`src/rtl/muldiv_unit_pkg.sv`:
```
`default_nettype none
// ============================================================================
//  Module   : muldiv_unit_pkg
//  Purpose  : Shared encodings for the RV32M execute unit: funct3 op codes,
//             FSM state codes, multiplier select codes and the combinational
//             multiplier that the unit drives.
//  Revision : 1.0  initial release
// ============================================================================
package muldiv_unit_pkg;

   // funct3 encodings of the M extension
   typedef enum logic [2:0] {
      MD_OP_MUL    = 3'b000,
      MD_OP_MULH   = 3'b001,
      MD_OP_MULHSU = 3'b010,
      MD_OP_MULHU  = 3'b011,
      MD_OP_DIV    = 3'b100,
      MD_OP_DIVU   = 3'b101,
      MD_OP_REM    = 3'b110,
      MD_OP_REMU   = 3'b111
   } md_op_e;

   typedef enum logic [1:0] {
      MD_ST_IDLE = 2'd0,
      MD_ST_MUL  = 2'd1,
      MD_ST_DIV  = 2'd2,
      MD_ST_DONE = 2'd3
   } md_state_e;

   typedef enum logic [1:0] {
      MUL_LO    = 2'd0,
      MUL_HI    = 2'd1,
      MUL_HI_SU = 2'd2,
      MUL_HI_UU = 2'd3
   } mul_sel_e;

   // funct3[1:0] of a multiply op selects which product half / signedness
   function automatic mul_sel_e op_to_mul_sel(input logic [1:0] f);
      mul_sel_e s;
      case (f)
         2'b00:   s = MUL_LO;
         2'b01:   s = MUL_HI;
         2'b10:   s = MUL_HI_SU;
         default: s = MUL_HI_UU;
      endcase
      return s;
   endfunction

   // Combinational 32x32 multiplier: sign/zero-extend to 64 bits so the low
   // 64 bits of the product are correct for every signedness combination.
   function automatic logic [31:0] mul_compute(input mul_sel_e sel,
                                               input logic [31:0] a,
                                               input logic [31:0] b);
      logic [63:0] ea;
      logic [63:0] eb;
      logic [63:0] p;
      ea = (sel == MUL_HI || sel == MUL_HI_SU) ? {{32{a[31]}}, a} : {32'b0, a};
      eb = (sel == MUL_HI) ? {{32{b[31]}}, b} : {32'b0, b};
      p  = ea * eb;
      return (sel == MUL_LO) ? p[31:0] : p[63:32];
   endfunction

endpackage
`default_nettype wire

```
`src/rtl/muldiv_unit_divider_core.sv`:
```
`default_nettype none
// ============================================================================
//  Module   : muldiv_unit_divider_core
//  Purpose  : Unsigned restoring divider, one quotient bit per cycle.
//             o_quot/o_rem present the result of the step being taken in
//             the current cycle, so they are final while o_done is high.
//  Revision : 1.0  initial release
// ============================================================================
module muldiv_unit_divider_core #(
   parameter int WIDTH = 32,
   parameter int ITERS = 32
) (
   input  logic             clk,
   input  logic             reset,
   input  logic             i_start,
   input  logic             i_kill,
   input  logic [WIDTH-1:0] i_dividend,
   input  logic [WIDTH-1:0] i_divisor,
   output logic             o_busy,
   output logic             o_done,
   output logic [WIDTH-1:0] o_quot,
   output logic [WIDTH-1:0] o_rem
);

   localparam int             CW     = $clog2(ITERS);
   localparam logic [CW-1:0]  C_LAST = CW'(ITERS - 1);

   logic             r_busy;
   logic [CW-1:0]    r_count;
   logic [WIDTH-1:0] r_quot;
   logic [WIDTH-1:0] r_rem;
   logic [WIDTH-1:0] r_div;

   logic [WIDTH:0]   w_part;
   logic [WIDTH:0]   w_trial;
   logic             w_fits;
   logic [WIDTH-1:0] w_rem_next;
   logic [WIDTH-1:0] w_quot_next;

   // 33-bit partial remainder: shift in next dividend bit, trial-subtract
   always_comb begin
      w_part      = {r_rem, r_quot[WIDTH-1]};
      w_trial     = w_part - {1'b0, r_div};
      w_fits      = ~w_trial[WIDTH];
      w_rem_next  = w_fits ? w_trial[WIDTH-1:0] : w_part[WIDTH-1:0];
      w_quot_next = {r_quot[WIDTH-2:0], w_fits};
   end

   // Load on start, then one restoring step per cycle until count hits zero
   always_ff @(posedge clk) begin
      if (reset || i_kill) begin
         r_busy  <= 1'b0;
         r_count <= '0;
         r_quot  <= '0;
         r_rem   <= '0;
         r_div   <= '0;
      end else if (i_start) begin
         r_busy  <= 1'b1;
         r_count <= C_LAST;
         r_quot  <= i_dividend;
         r_rem   <= '0;
         r_div   <= i_divisor;
      end else if (r_busy) begin
         r_quot  <= w_quot_next;
         r_rem   <= w_rem_next;
         if (r_count == '0) begin
            r_busy <= 1'b0;
         end else begin
            r_count <= r_count - 1'b1;
         end
      end
   end

   assign o_busy = r_busy;
   assign o_done = r_busy && (r_count == '0);
   assign o_quot = w_quot_next;
   assign o_rem  = w_rem_next;

endmodule
`default_nettype wire

```
`src/rtl/muldiv_unit.sv`:
```
`default_nettype none
// ============================================================================
//  Module   : muldiv_unit
//  Purpose  : Multi-cycle RV32M execute unit. Multiplies in one cycle via the
//             combinational multiplier, divides on a 32-step restoring core,
//             handles divide-by-zero / overflow without iterating, and hands
//             results to writeback over a valid/ready handshake.
//  Revision : 1.0  initial release
// ============================================================================
module muldiv_unit
   import muldiv_unit_pkg::*;
#(
   parameter int XLEN      = 32,
   parameter int DIV_ITERS = 32
) (
   input  logic            clk,
   input  logic            reset,
   input  logic            req_valid,
   output logic            req_ready,
   input  logic [2:0]      req_op,
   input  logic [XLEN-1:0] req_op1,
   input  logic [XLEN-1:0] req_op2,
   input  logic            kill,
   output logic            resp_valid,
   input  logic            resp_ready,
   output logic [XLEN-1:0] resp_data
);

   md_state_e       r_state;
   md_state_e       w_state_next;
   logic [XLEN-1:0] r_op1;
   logic [XLEN-1:0] r_op2;
   mul_sel_e        r_mul_sel;
   logic            r_neg_q;
   logic            r_neg_r;
   logic            r_is_rem;
   logic [XLEN-1:0] r_resp_data;

   logic            w_accept;
   logic            w_div_start;
   logic            w_signed_op;
   logic            w_div_zero;
   logic            w_ovf;
   logic            w_special;
   logic [XLEN-1:0] w_special_res;
   logic [XLEN-1:0] w_abs1;
   logic [XLEN-1:0] w_abs2;
   logic [XLEN-1:0] w_mul_result;
   logic [XLEN-1:0] w_div_fixed;
   logic            w_div_busy;
   logic            w_div_done;
   logic [XLEN-1:0] w_div_quot;
   logic [XLEN-1:0] w_div_rem;

   // Request decode: funct3[2] = divide class, [1] = remainder, [0] = unsigned
   always_comb begin
      w_signed_op = ~req_op[0];
      w_div_zero  = (req_op2 == '0);
      w_ovf       = w_signed_op && (req_op1 == {1'b1, {(XLEN-1){1'b0}}}) &&
                    (req_op2 == '1);
      w_special   = w_div_zero || w_ovf;
      if (w_div_zero) begin
         w_special_res = req_op[1] ? req_op1 : '1;
      end else begin
         w_special_res = req_op[1] ? '0 : {1'b1, {(XLEN-1){1'b0}}};
      end
      w_abs1 = (w_signed_op && req_op1[XLEN-1]) ? -req_op1 : req_op1;
      w_abs2 = (w_signed_op && req_op2[XLEN-1]) ? -req_op2 : req_op2;
   end

   assign w_mul_result = mul_compute(r_mul_sel, r_op1, r_op2);

   // Sign fix-up of the unsigned divider result on its final step
   always_comb begin
      if (r_is_rem) begin
         w_div_fixed = r_neg_r ? -w_div_rem : w_div_rem;
      end else begin
         w_div_fixed = r_neg_q ? -w_div_quot : w_div_quot;
      end
   end

   muldiv_unit_divider_core #(
      .WIDTH (XLEN),
      .ITERS (DIV_ITERS)
   ) u_div (
      .clk        (clk),
      .reset      (reset),
      .i_start    (w_div_start),
      .i_kill     (kill),
      .i_dividend (w_abs1),
      .i_divisor  (w_abs2),
      .o_busy     (w_div_busy),
      .o_done     (w_div_done),
      .o_quot     (w_div_quot),
      .o_rem      (w_div_rem)
   );

   // State register
   always_ff @(posedge clk) begin
      if (reset) begin
         r_state <= MD_ST_IDLE;
      end else begin
         r_state <= w_state_next;
      end
   end

   // Next-state logic; kill overrides everything, including a pending accept
   always_comb begin
      w_state_next = r_state;
      w_accept     = 1'b0;
      w_div_start  = 1'b0;
      case (r_state)
         MD_ST_IDLE: begin
            if (req_valid) begin
               w_accept = 1'b1;
               if (!req_op[2]) begin
                  w_state_next = MD_ST_MUL;
               end else if (w_special) begin
                  w_state_next = MD_ST_DONE;
               end else begin
                  w_state_next = MD_ST_DIV;
                  w_div_start  = 1'b1;
               end
            end
         end
         MD_ST_MUL:  w_state_next = MD_ST_DONE;
         MD_ST_DIV: begin
            if (w_div_busy && w_div_done) begin
               w_state_next = MD_ST_DONE;
            end
         end
         MD_ST_DONE: begin
            if (resp_ready) begin
               w_state_next = MD_ST_IDLE;
            end
         end
         default:    w_state_next = MD_ST_IDLE;
      endcase
      if (kill) begin
         w_state_next = MD_ST_IDLE;
         w_accept     = 1'b0;
         w_div_start  = 1'b0;
      end
   end

   // Operand latches and result register; result only written outside DONE
   always_ff @(posedge clk) begin
      if (reset) begin
         r_op1       <= '0;
         r_op2       <= '0;
         r_mul_sel   <= MUL_LO;
         r_neg_q     <= 1'b0;
         r_neg_r     <= 1'b0;
         r_is_rem    <= 1'b0;
         r_resp_data <= '0;
      end else begin
         if (w_accept) begin
            r_op1     <= req_op1;
            r_op2     <= req_op2;
            r_mul_sel <= op_to_mul_sel(req_op[1:0]);
            r_neg_q   <= w_signed_op && (req_op1[XLEN-1] ^ req_op2[XLEN-1]);
            r_neg_r   <= w_signed_op && req_op1[XLEN-1];
            r_is_rem  <= req_op[1];
            if (req_op[2] && w_special) begin
               r_resp_data <= w_special_res;
            end
         end
         if (!kill && r_state == MD_ST_MUL) begin
            r_resp_data <= w_mul_result;
         end
         if (!kill && r_state == MD_ST_DIV && w_div_done) begin
            r_resp_data <= w_div_fixed;
         end
      end
   end

   assign req_ready  = (r_state == MD_ST_IDLE);
   assign resp_valid = (r_state == MD_ST_DONE);
   assign resp_data  = r_resp_data;

endmodule
`default_nettype wire

```
`config.mk`:
```
export PLATFORM = sky130hd
export DESIGN_NAME = muldiv_unit
export DESIGN_NICKNAME = d
export VERILOG_FILES = /design/src/rtl/muldiv_unit_pkg.sv /design/src/rtl/muldiv_unit_divider_core.sv /design/src/rtl/muldiv_unit.sv
export SDC_FILE = /design/constraint.sdc
export NUM_CORES = 2
export LEC_CHECK = 0
export BUFFER_PORTS_ARGS = -buffer_cell sky130_fd_sc_hd__buf_2
export CAP_MARGIN = 0
export CORE_UTILIZATION = 30
export CTS_CLUSTER_SIZE = 20
export DETAILED_ROUTE_END_ITERATION = 10
export GPL_TIMING_DRIVEN = 0
export HOLD_SLACK_MARGIN = 0.15
export PLACE_DENSITY_LB_ADDON = 0.1
export SKIP_CTS_REPAIR_TIMING = 1
export SLEW_MARGIN = 30
export SYNTH_ARGS = -nofsm -noshare
export SYNTH_HDL_FRONTEND = slang
export SYNTH_SLANG_ARGS = --single-unit
```
`constraint.sdc`:
```
create_clock -name clk -period 29.7 [get_ports clk]
set_input_delay 5.94 -clock clk [delete_from_list [all_inputs] [get_ports clk]]
set_output_delay 5.94 -clock clk [all_outputs]
set_load 0.02 [all_outputs]
```
# == After elaboration in Yosys (flattened, before gate mapping) ==
# Cells that the tools add are included.
# word_totals
ramBits,0
register_bits,205
word_cells,103
romBits,0
input_bits,72
n_memories,0
latchBits,0
# classes
n_addsub,6
bitwise,3
n_mux,39
shift,0
n_lt_le_gt_ge,0
reduce_logical,28
div_mod_pow,0
eq_ne,13
multipliers,1
# ops
op,count
2-to-1 mux 32 bit,16
2-to-1 mux 64 bit,2
negator 32 bit,4
equality test 32 bit (second input constant),2
multiplier 64 x 64 -> 64 bit,1
subtractor 33 x 32 -> 33 bit,1
zero test 32 bit,1
2-to-1 mux 5 bit,3
2-to-1 mux 1 bit,12
logical AND 1 bit,11
equality test 2 bit (second input constant),4
2-to-1 mux 2 bit,4
one-hot mux 2 bit (4 select lines),1
equality test 2 x 1 -> 1 bit (second input constant),3
zero test 2 bit,3
one-hot mux 2 bit (3 select lines),1
nonzero test 3 bit,2
zero test 5 bit,1
subtractor 5 x 1 -> 5 bit (second input constant),1
!= test 2 x 1 -> 1 bit (second input constant),2
!= test 2 bit (second input constant),2
AND reduction 2 bit,2
OR reduction 2 bit,2
logical OR 1 bit,3
5 further kinds,6

# == Logic depth before layout (Yosys ltp) ==
# depth
word_depth,11
depth_mapped,40

# == Hierarchy ==
# From an unflattened synthesis, not the netlist that was laid out.
# hier_totals
cells_unflattened,6984
area_unflattened_um2,61993.2
# by_module_without_submodules
module,n_inst,area_per_inst_um2,cells_per_inst,seq_area_each_um2
muldiv_unit,1,55358.1,6174,2062.0
muldiv_unit_divider_core,1,6635.1,810,2042.0

# == Least setup slack after synthesis ==
# Ideal clock, no wire load.
# synth_timing
path_type,register to register
startpoint,reg r_mul_sel[0]
endpoint,reg r_resp_data[29] (netlist: resp_data[29])
stages_incl_launch_ff,35
t_arrival_ps,9731
synth_period_minus_slack_ps,9870
slack_ps,19830
setup_time_ps,138
path_cell_list,dfxtp_1 -> inv_1 -> ha_1 -> and2_1 -> clkbuf_1 -> clkbuf_1 -> nand2_1 -> fa_1 -> inv_1 -> fa_1 -> fa_1 -> inv_1 -> fa_1 -> inv_1 -> fa_1 -> fa_1 -> fa_1 -> fa_1 -> fa_1 -> inv_1 -> fa_1 -> inv_1 -> ha_1 -> a21oi_1 -> o21ai_0 -> a21o_1 -> a21oi_1 -> o21bai_1 -> a21o_1 -> or3_1 -> and3_1 -> a21oi_1 -> a211oi_1 -> a222oi_1 -> a211oi_2
# synth_between
elab_chain_cells,7
# synth_lines
element,line,source
"start, declared",muldiv_unit.sv:33,mul_sel_e r_mul_sel;
"start signal, assigned",muldiv_unit.sv:160,r_mul_sel <= op_to_mul_sel(req_op[1:0]);
equality test 2 x 1 -> 1 bit / equality test 2 bit (equally long branches),"muldiv_unit_pkg.sv:57, muldiv_unit_pkg.sv:58",
logical OR 1 bit,muldiv_unit_pkg.sv:57,"ea = (sel == MUL_HI || sel == MUL_HI_SU) ? {{32{a[31]}}, a} : {32'b0, a};"
2-to-1 mux 64 bit,muldiv_unit_pkg.sv:57,
multiplier 64 x 64 -> 64 bit,muldiv_unit_pkg.sv:59,p = ea * eb;
2-to-1 mux 32 bit *,muldiv_unit_pkg.sv:60,return (sel == MUL_LO) ? p[31:0] : p[63:32];
2-to-1 mux 32 bit *,muldiv_unit.sv:168,if (!kill && r_state == MD_ST_MUL) begin
2-to-1 mux 32 bit *,muldiv_unit.sv:171,if (!kill && r_state == MD_ST_DIV && w_div_done) begin
"end signal, assigned",muldiv_unit.sv:165,r_resp_data <= w_special_res;
"end signal, assigned",muldiv_unit.sv:169,r_resp_data <= w_mul_result;
"end signal, assigned",muldiv_unit.sv:172,r_resp_data <= w_div_fixed;
"end, declared",muldiv_unit.sv:37,logic [XLEN-1:0] r_resp_data;
# Every way passes the cells marked *; elsewhere a longest branch is shown, timed or not.
# A chain may end at the register's enable or synchronous reset.

# == Worst setup path in the final report ==
# layout_timing
startpoint,reg r_mul_sel[0]
endpoint,reg r_resp_data[31] (netlist: resp_data[31])
# The elaborated chain is that of the path after synthesis.

==> results.tsv <==
stage	metric	value	unit
hold_path	Hold Crit Start	r_mul_sel[1]	
placement	dpl hpwl	254500	um
critical_path	crit-path max cell delay	940	ps
detailed_routing	Wirelength per Cell	29.52	um
logic_synthesis	synthesized netlist cell count	6941	
layout	ratio of cells with drive above 1 in the final layout	4.538	%
floorplanning	# rows	166	
layout	synth-to-layout area growth	8.226	%
logic_synthesis	Synth Area in XOR/XNOR	3.562	%
hold_path	Min-Delay Path Class	flop to flop	
logic_synthesis	mux share of post-synthesis cell area	1.172	%
power	clock power share	25.6	%
global_routing	GRT Util Overall	28.03	%
detailed_routing	drt first pass iters	5	
logic_synthesis	Yosys reg bits	205	
sta	crit path time final	13060	ps
sta	Fin Setup TNS	0	ps
floorplanning	die area	207500	um2
clocking	Longest Clk Path Bufs	3	
clocking	latest clock arrival within the worst-skew pair	600	ps
sta	worst-case clock skew	24.59	ps
placement	Setup WS pre-CTS	16590	ps
power	P per Cell Area	19.21	nW/um2
detailed_routing	Post-Route WL	289300	um
layout	Nets	8924	
sta	period utilisation layout	43.98	%
logic_synthesis	area share of and/or/nand/nor cells after synthesis	14.72	%
power	total power draw	1283	uW
power	Seq pwr share	24.0	%
logic_synthesis	Synth area leaders	fa_1, inv_1, ha_1	
logic_synthesis	Post-synth ARST share	0	%
global_routing	global-route wire length before repair	409800	um
floorplanning	Vert. Die Dim	455.5	um
hold_path	WHS Path Cells	2	
detailed_routing	met1 wire length	128500	um
sta	Fin Hold WS	462.2	ps
critical_path	critical path type	flop to flop	
global_routing	largest net degree at the start of global routing	22	
detailed_routing	Antenna Nets Post-Route	0	
floorplanning	Boundary Pins	106	
critical_path	CP endpoint kind	flop	
clocking	number of CTS-inserted buffers	27	
power	combinational share of power	50.4	%
logic_synthesis	Cell variety after synth	102	
floorplanning	Die Wd	455.5	um
placement	gpl congestion	0.9609	
critical_path	critical path fanouts, max	12	
logic_synthesis	number of flops mapped to enable cells by yosys	0	
logic_synthesis	adder-cell area share of the yosys netlist	53.34	%
sta	Final WS setup	16640	ps
logic_synthesis	largest family of logic cells by synthesized area	adder cells	
detailed_routing	vias	49410	
critical_path	Critical Path Source Type	flop	
sta	max_slew headroom	28.09	%
status	status	completed	
clocking	Clk Tree Root Cell	clkbuf_16	
logic_synthesis	top_reg_cell synth	dfxtp_1	
sta	final hold violation count	0	
power	internal power	655.5	uW
clocking	H-tree levels	1	
floorplanning	total core area	204600	um2
power	switching part of the total	48.91	%
detailed_routing	drc violations	0	
global_routing	vias in the first global route	52250	
global_routing	grt ovf	0	
clocking	CTS clock-pin slew for the worst setup and hold paths	60	ps
layout	post-route cell area	66790	um2
critical_path	R2R Path Start	r_mul_sel[0]	
critical_path	CP Data Arrival Time	13570	ps
critical_path	CP startpoint	r_mul_sel[0]	
sta	Max Slew Vio Count	0	
critical_path	Slowest cell on crit path	fa_1	
sta	worst slew pin tran	1079	ps
job	Max-cap violations	0	
logic_synthesis	mapped cell area	61710	um2
detailed_routing	top layer in use	met5	
logic_synthesis	Compound-Gate Fraction of Synth Area	8.629	%
logic_synthesis	post-synth top area share	46.20	%
placement	Cell Area, Placed	65850	um2
detailed_routing	Met3 Wirelength	16160	um
sta	Achievable Freq	76.56	MHz
detailed_routing	WL met2	132600	um
detailed_routing	First DRT Iteration DRCs	3751	
layout	commonest non-fill, non-tap cell in the layout	inv_1	
placement	PortBufs	100	
logic_synthesis	leading area contributor after synthesis	fa_1	
clocking	clock sink count	205	
critical_path	CP most frequent cell	fa_1	
clocking	CTS tree	done	
power	switching power	627.6	uW
floorplanning	starting density of the core	30.16	%
detailed_routing	Vias/cell	5.041	
power	Max VDD drop	0.04113	mV
layout	most frequent cells in the layout	inv_1, fa_1, nand2_1	
logic_synthesis	Seq/Total Area, Yosys	6.650	%
critical_path	cells on worst reg2reg path	30	
critical_path	Critical Path RT	30210	ps
sta	Final Setup Violations	0	
logic_synthesis	Mean Syn Cell Area	8.891	um2
global_routing	antenna violations before repair	29	
sta	RSZ-0062 raised after global routing	false	
logic_synthesis	yosys warns	0	
power	P_leak	0.03263	uW
logic_synthesis	Syn Nets	8786	
## layout make-up
class	instances	area (um2)
Timing Repair Buffer	109	630.6
Inverter	1587	5957
Buffer	362	1511
Clock inverter	6	45.04
Clock buffer	40	794.5
Sequential cell	205	4104
Antenna cell	18	45.04
Multi-Input combinational cell	4787	50340
Tap cell	2688	3363
Fill cell	21930	137800
## state kept, by name, indices dropped and copies added, names as in the netlist
register / flops
u_div.r_quot: 32
r_neg_r: 1
r_state: 2
u_div.o_busy: 1
r_op2: 32
r_op1: 32
u_div.r_rem: 32
u_div.r_div: 32
r_mul_sel: 2
resp_data: 32
r_neg_q: 1
u_div.r_count: 5
r_is_rem: 1
## cell families after synthesis
kind of cell / after synthesis
buffers and inverters: 1949
flip-flops: 205
multiplexers: 71
AND/OR/NAND/NOR: 1880
XOR/XNOR: 251
adder cells (fa/ha/maj): 1777
AO/OA/AOI/OAI: 808
## synthesized netlist by cell type (all sizes together), types with 17 or more instances
master	n
inv	1587
fa	1424
nand2	841
and2	519
ha	349
clkbuf	336
a21oi	251
nor2	246
dfxtp	205
xnor2	155
o21ai	147
a211oi	110
xor2	96
mux2i	67
a21o	62
nor3	46
and3	37
nand4	30
o31ai	30
nand3	28
a31oi	27
buf	26
nor4	26
o21a	26
nand2b	25
a221oi	22
o211ai	20
or4	17
## stage by stage
stage | util, % | instances
2_1_floorplan | - | 6941
3_3_place_gp | 32.05 | 9729
3_5_place_dp | 32.19 | 9737
4_1_cts | 32.60 | 9783
5_1_grt | 32.63 | 9790
6_report | 32.65 | 9802
## critical path: cells and delay by family, from the launching register on
| kind | cells | cell delay (ps) |
|---|---|---|
| buffers and inverters | 7 | 2250 |
| and+or+nand+nor | 4 | 1300 |
| xor gates and xnor gates | 6 | 1700 |
| DFF | 1 | 490 |
| AOI/OAI and AO/OA | 2 | 350 |
| adders and majority gates | 11 | 6870 |
## final timing paths
| check | endpoint | slack, ps |
|---|---|---|
| worst min register to register | r_mul_sel[1] | 460 |
| worst max register to register | resp_data[31] | 16640 |
| worst max-delay path | resp_data[31] | 16640 |
| worst min-delay path | r_mul_sel[1] | 460 |
## layer usage
metal,up-vias,track usage (%)
met4,2,9.585
met3,303,2.836
met1,26320,39.38
met2,1553,44.86
li1,21240,-
met5,-,0
## power groups by stage
stage | clock [uW] | sequential, uW | combinational (uW)
floorplan | 0 | 299 | 354
global placement | 0 | 314 | 632
detailed placement | 0 | 314 | 634
CTS | 332 | 308 | 639
global route | 344 | 308 | 686
finish | 328 | 308 | 646
No activity file was read; power rests on OpenSTA's default activity.
